**config.mk**
```make
export PLATFORM = sky130hd
export DESIGN_NAME = fetch_pc_gen
export DESIGN_NICKNAME = d
export VERILOG_FILES = /design/src/rtl/fetch_pc_gen_pkg.sv /design/src/rtl/fetch_pc_fifo.sv /design/src/rtl/fetch_pc_gen.sv
export SDC_FILE = /design/constraint.sdc
export NUM_CORES = 1
export LEC_CHECK = 0
export ABC_AREA = 1
export CORE_MARGIN = 2
export CORE_UTILIZATION = 58
export CTS_CLUSTER_DIAMETER = 150
export CTS_CLUSTER_SIZE = 14
export DETAILED_ROUTE_END_ITERATION = 8
export DONT_BUFFER_PORTS = 1
export GPL_ROUTABILITY_DRIVEN = 0
export GPL_TIMING_DRIVEN = 0
export PLACE_DENSITY_LB_ADDON = 0.12
export SYNTH_ARGS = -nofsm -noshare
export SYNTH_HDL_FRONTEND = slang
export SYNTH_HIERARCHICAL = 1
export SYNTH_SLANG_ARGS = --single-unit
export TNS_END_PERCENT = 1
```
**constraint.sdc**
```tcl
create_clock -name clk -period 3.1 [get_ports clk]
set_input_delay 0.62 -clock clk [delete_from_list [all_inputs] [get_ports clk]]
set_output_delay 0.62 -clock clk [all_outputs]
set_load 0.05 [all_outputs]
```
**src/rtl/fetch_pc_gen_pkg.sv**
```systemverilog
// Shared constants for the fetch PC generator: reset vector, exception codes,
// queue-entry field widths and the control FSM encoding.
package fetch_pc_gen_pkg;

  localparam logic [31:0] RESET_PC_DEF = 32'hBFC00000;
  localparam logic [4:0]  EXC_ADEL     = 5'h04;
  localparam logic [4:0]  EXC_NO_EX    = 5'h00;

  localparam int PC_W  = 32;
  localparam int EX_W  = 1;
  localparam int EXC_W = 5;

  // Entry layout (msb..lsb): {pc, mask[FETCH_WIDTH-1:0], ex, exccode}
  function automatic int entry_w(input int fetch_width);
    return PC_W + fetch_width + EX_W + EXC_W;
  endfunction

  typedef enum logic {
    ST_RUN   = 1'b0,
    ST_FAULT = 1'b1
  } state_e;

endpackage

```
**src/rtl/fetch_pc_fifo.sv**
```systemverilog
// Issued-request queue: power-of-two depth, naturally wrapping pointers,
// flush clears everything and wins over push/pop in the same cycle.
module fetch_pc_fifo #(
  parameter int WIDTH = 8,
  parameter int DEPTH = 4,
  localparam int PTR_W = (DEPTH > 1) ? $clog2(DEPTH) : 1,
  localparam int CNT_W = $clog2(DEPTH + 1)
) (
  input  logic             clk,
  input  logic             resetn,
  input  logic             push_i,
  input  logic             pop_i,
  input  logic             flush_i,
  input  logic [WIDTH-1:0] wdata_i,
  output logic [WIDTH-1:0] rdata_o,
  output logic             full_o,
  output logic             empty_o,
  output logic [CNT_W-1:0] count_o
);

  logic [WIDTH-1:0] mem_q [DEPTH];
  logic [PTR_W-1:0] wr_q, wr_d, rd_q, rd_d;
  logic [CNT_W-1:0] cnt_q, cnt_d;
  logic             do_push, do_pop;

  assign empty_o = (cnt_q == '0);
  assign full_o  = (cnt_q == CNT_W'(DEPTH));
  assign count_o = cnt_q;
  assign rdata_o = mem_q[rd_q];

  assign do_pop  = pop_i && !empty_o;
  // A pop frees the slot the push needs, so push-at-full is legal with a pop.
  assign do_push = push_i && (!full_o || do_pop);

  always_comb begin
    wr_d  = wr_q;
    rd_d  = rd_q;
    cnt_d = cnt_q;
    if (flush_i) begin
      wr_d  = '0;
      rd_d  = '0;
      cnt_d = '0;
    end else begin
      if (do_push) wr_d = PTR_W'(wr_q + 1'b1);
      if (do_pop)  rd_d = PTR_W'(rd_q + 1'b1);
      case ({do_push, do_pop})
        2'b10:   cnt_d = CNT_W'(cnt_q + 1'b1);
        2'b01:   cnt_d = CNT_W'(cnt_q - 1'b1);
        default: cnt_d = cnt_q;
      endcase
    end
  end

  always_ff @(posedge clk or negedge resetn) begin
    if (!resetn) begin
      wr_q  <= '0;
      rd_q  <= '0;
      cnt_q <= '0;
    end else begin
      wr_q  <= wr_d;
      rd_q  <= rd_d;
      cnt_q <= cnt_d;
    end
  end

  always_ff @(posedge clk) begin
    if (do_push && !flush_i) mem_q[wr_q] <= wdata_i;
  end

endmodule

```
**src/rtl/fetch_pc_gen.sv**
```systemverilog
// Fetch PC generator: redirect arbitration, sequential/predicted next-PC,
// misaligned-PC fault capture and the issued-request queue.
module fetch_pc_gen
  import fetch_pc_gen_pkg::*;
#(
  parameter int          FETCH_WIDTH = 2,
  parameter int          Q_DEPTH     = 4,
  parameter logic [31:0] RESET_PC    = RESET_PC_DEF
) (
  input  logic                   clk,
  input  logic                   resetn,
  input  logic                   eret_valid,
  input  logic [31:0]            eret_pc,
  input  logic                   ex_flush,
  input  logic [31:0]            ex_pc,
  input  logic                   br_redirect,
  input  logic [31:0]            br_target,
  input  logic                   bpu_valid,
  input  logic [31:0]            bpu_target,
  output logic                   req_valid,
  input  logic                   req_ready,
  output logic [31:0]            req_pc,
  output logic                   out_valid,
  input  logic                   out_ready,
  output logic [31:0]            out_pc,
  output logic [FETCH_WIDTH-1:0] out_mask,
  output logic                   out_ex,
  output logic [4:0]             out_exccode
);

  localparam int          ENT_W     = entry_w(FETCH_WIDTH);
  localparam int          CNT_W     = $clog2(Q_DEPTH + 1);
  localparam logic [31:0] GRP_BYTES = 32'(FETCH_WIDTH * 4);

  logic [31:0]            pc_q, pc_d, redir_pc, word_off;
  state_e                 state_q, state_d;
  logic                   hard_redir, misalign, accept, fault_push, push, pop;
  logic                   q_full, q_empty;
  logic [CNT_W-1:0]       q_count;
  logic [FETCH_WIDTH-1:0] lane_mask, push_mask;
  logic [ENT_W-1:0]       push_ent, head_ent;

  assign hard_redir = eret_valid | ex_flush | br_redirect;
  assign redir_pc   = eret_valid ? eret_pc : (ex_flush ? ex_pc : br_target);
  assign misalign   = (pc_q[1:0] != 2'b00);
  assign word_off   = (pc_q >> 2) & (32'(FETCH_WIDTH) - 32'd1);

  for (genvar g = 0; g < FETCH_WIDTH; g++) begin : g_lane
    assign lane_mask[g] = (32'(g) >= word_off);
  end

  assign req_pc     = pc_q;
  assign req_valid  = resetn && !q_full && (state_q == ST_RUN) && !misalign;
  assign accept     = req_valid && req_ready;
  assign fault_push = (state_q == ST_RUN) && misalign && (q_count < CNT_W'(Q_DEPTH));
  // The redirect flushes the queue, so anything issued alongside it is dropped.
  assign push       = (accept || fault_push) && !hard_redir;
  assign pop        = out_valid && out_ready;

  assign push_mask = fault_push ? '1 : lane_mask;
  assign push_ent  = {pc_q, push_mask, fault_push, fault_push ? EXC_ADEL : EXC_NO_EX};

  always_comb begin
    pc_d    = pc_q;
    state_d = state_q;
    if (hard_redir) begin
      pc_d    = redir_pc;
      state_d = ST_RUN;
    end else if (accept) begin
      pc_d = bpu_valid ? bpu_target : ((pc_q & ~(GRP_BYTES - 32'd1)) + GRP_BYTES);
    end else if (fault_push) begin
      state_d = ST_FAULT;
    end
  end

  always_ff @(posedge clk or negedge resetn) begin
    if (!resetn) begin
      pc_q    <= RESET_PC;
      state_q <= ST_RUN;
    end else begin
      pc_q    <= pc_d;
      state_q <= state_d;
    end
  end

  fetch_pc_fifo #(
    .WIDTH(ENT_W),
    .DEPTH(Q_DEPTH)
  ) u_fifo (
    .clk    (clk),
    .resetn (resetn),
    .push_i (push),
    .pop_i  (pop),
    .flush_i(hard_redir),
    .wdata_i(push_ent),
    .rdata_o(head_ent),
    .full_o (q_full),
    .empty_o(q_empty),
    .count_o(q_count)
  );

  // Head fields are forced to zero when empty so reset shows a clean bus.
  assign out_valid   = !q_empty;
  assign out_pc      = out_valid ? head_ent[ENT_W-1 -: PC_W] : '0;
  assign out_mask    = out_valid ? head_ent[EXC_W+EX_W +: FETCH_WIDTH] : '0;
  assign out_ex      = out_valid ? head_ent[EXC_W] : 1'b0;
  assign out_exccode = out_valid ? head_ent[EXC_W-1:0] : '0;

endmodule

```
==> metrics.csv <==
metric;value;unit
status;completed;
slowest_stage;nor2_1;
nFillCells;1477;
seq_area_frac_synth;0.550;
grt_pass1_vias;7578;
path_cells;clkbuf_1 > o21ai_0 > o22ai_1 > inv_1 > nor2_1;
synthTopCellsByCount;195 x nor2_1, 168 x nand2_1, 160 x edfxtp_1, 133 x inv_1, 91 x o21ai_0;
p_int;0.00441;W
critPathKind;register to output pin;
drt-pass1-iter-count;7;
worst_pin_slew;0.895;ns
place_hpwl;19000;um
post-synth-top-count-cell;nor2_1;
instances_no_fill;1435;
fmaxAchievable;0.324;GHz
routed_wl;27200;um
cts_buffers;17;
core.rowCount;49;
pwr-share-clk;0.358;
rsz0062_at_grt;yes;
dieWidth;139;um
nets;1335;
fp.dieH;139;um
synth_cell_type_count;45;
grt_max_degree;32;
drc;0;
critPathCaptureType;output pin;
routedWlPerCell;19.0;um
cts_tree;done;
diodes;0;
synth_edf_count;160;
regToRegStartpoint;u_fifo/count_o[2];
syn_area_per_cell;9.20;um2
drv_cap;0;
start_util;0.591;
grt_pass1_wl;41000;um
p_leak;4.82;nW
syn_area;10600;um2
ir_drop;0.388;mV
seq_power_share;0.517;
skew;0.00922;ns
worst_ep_arrival_time;2.47;ns
yosysWarnings;6;
power;0.00608;W
combPwrFrac;0.125;
synth-seq-cells;200;
gr-usage-all-layers;0.277;
drtIter0Drc;622;
fin_setup_tns;0;ns
die_area;19300;um2
report.final.slew_viol_count;0;
ff2ff_path_depth;13;
grt_remaining_overflow;0;
ys.flop_type;edfxtp_1;
drive_gt1_frac;0.177;
cp_slowest_stage_delay;0.67;ns
core_area;17900;um2
netlist_top_cells_area;edfxtp_1 45%, dfrtp_1 7.3%, nor2_1 6.9%, nand2_1 6.0%, inv_1 4.7%;
antenna_found_initial;0;
io_pins;210;
fin_crit;3.09;ns
clock_latency;0.43;ns
start_kind;register;
power_density;518;nW/um2
rrSetupSlack;0.14;ns
fin_crit_sh;0.995;
cts_sinks;200;
hold_viol;0;
netlist_instances;1150;
area_growth;10.9;%
crit_required;2.48;ns
synth_top_area_cell;edfxtp_1;
max_slew_margin;0.401;
postSynth.asyncResetShare;0.200;
p_switching;0.00167;W
placed_cells;1401;
cts_buffer_depth;2;
switching_share;0.275;
clockRootBuffer;clkbuf_16;
numPortBuffers;0;
hp-class;input port to async pin;
setup_viol;0;
cp_max_fo;10;
clk_pin_slew_worst_paths;0.07;ns
postCtsSetupRepairBufs;0;
avgViaCountPerCell;5.61;
cts-htree-levels;4;
synth_top_area_share;0.454;
ant_nets;0;
r2r_end;u_fifo/mem_q[3][27];
via_count;8054;
-- timing repair --
action | 4_1_cts | 5_1_grt
setup endpoints to repair | 173 | 128
hold endpoints to repair | 31 | 0
cloned | 0 | 1
pin swaps | 0 | 1
gates resized for setup | 11 | 27
hold buffers | 1 | 0
-- layer usage --
layer | global-route usage | share of wire
met5 | 0 | 0
met3 | 0.0477 | 0.069
met2 | 0.476 | 0.51
met1 | 0.363 | 0.40
met4 | 0.0808 | 0.018
-- per-stage QoR --
stage	utilization	cell area, um2	hold WS [ns]	setup slack [ns]
global placement	0.611	10900	0.330	-1.32
global route	0.655	11700	0.00499	-0.108
floorplan	-	10600	0.324	0.0635
CTS	0.652	11700	0.0140	-0.0748
finish	0.655	11700	0.0236	0.0149
detailed placement	0.617	11000	0.330	-0.259
-- power groups by stage --
stage,clock (W),combinational [W],sequential [W]
floorplan,0,0.000638,0.00313
global placement,0,0.000727,0.00320
detailed placement,0,0.000736,0.00320
CTS,0.00221,0.000753,0.00314
global route,0.00232,0.000817,0.00316
finish,0.00218,0.000759,0.00315
-- worst max-delay path, delay by kind of cell (launching register included) --
| family | cells | cell delay (ns) |
|---|---|---|
| compound gates | 2 | 0.44 |
| flops | 1 | 0.46 |
| simple gates | 1 | 0.67 |
| buf+inv | 2 | 0.47 |
-- final cells by class --
type,instances,area [um2],area share
Tap cell,229,287,0.0244
Clock inverter,14,148,0.0126
Inverter,144,544,0.0464
Clock buffer,18,429,0.0366
Multi-Input combinational cell,737,3840,0.328
Timing Repair Buffer,5,108,0.00917
Buffer,88,554,0.0472
Sequential cell,200,5820,0.496
-- sequential cells by signal, indices dropped and copies added, names as in the netlist --
signal	flops
u_fifo/mem_q	160
req_pc	32
u_fifo/count_o	3
u_fifo/rd_q	2
u_fifo/wr_q	2
state_q	1
-- kinds of logic after synthesis --
| family | Yosys count | share of synthesized area |
|---|---|---|
| buffers and inverters | 232 | 0.103 |
| xor gates and xnor gates | 2 | 0.00166 |
| adders and majority gates | 6 | 0.00781 |
| AOI/OAI and AO/OA | 211 | 0.110 |
| muxes | 32 | 0.0316 |
| and+or+nand+nor | 465 | 0.195 |
| DFF | 200 | 0.550 |
| other | 2 | 0.000710 |
-- layout by cell type, fill, tap and decap left out, types with 5 or more instances in the layout --
cell type / synthesis / final
conb_1: 2 / 20
clkbuf_16: 0 / 17
nand2_2: 8 / 8
o22ai_1: 55 / 55
inv_2: 9 / 9
o211ai_1: 12 / 12
a21oi_1: 14 / 14
buf_2: 30 / 30
nor2_4: 6 / 11
clkbuf_1: 15 / 13
edfxtp_1: 160 / 160
nand2_1: 168 / 168
dfrtp_1: 31 / 29
nand2_4: 7 / 7
clkinv_2: 1 / 6
nand3_1: 52 / 52
o21ai_1: 35 / 35
buf_4: 37 / 38
mux2_2: 11 / 11
o21ai_0: 91 / 91
ha_1: 5 / 5
inv_1: 133 / 133
nor2_1: 195 / 170
dfstp_2: 9 / 9
mux2i_1: 21 / 21
nor2_2: 11 / 32
-- how the worst max path moves through the flow --
stage                            startpoint             endpoint  slack (ns)  depth (start not counted)
after floorplan                   req_pc[1]   u_fifo/mem_q[0][0]        0.06                          8
after detailed placement          req_pc[0]  u_fifo/mem_q[0][12]       -0.26                          9
after CTS                    u_fifo/rd_q[1]           out_pc[15]       -0.07                          6
final                        u_fifo/rd_q[1]       out_exccode[2]        0.01                          5
after global routing      u_fifo/count_o[0]          out_mask[0]       -0.11                          6
after global placement            req_pc[1]  u_fifo/mem_q[0][12]       -1.32                          8
No activity file was read; power rests on OpenSTA's default activity.
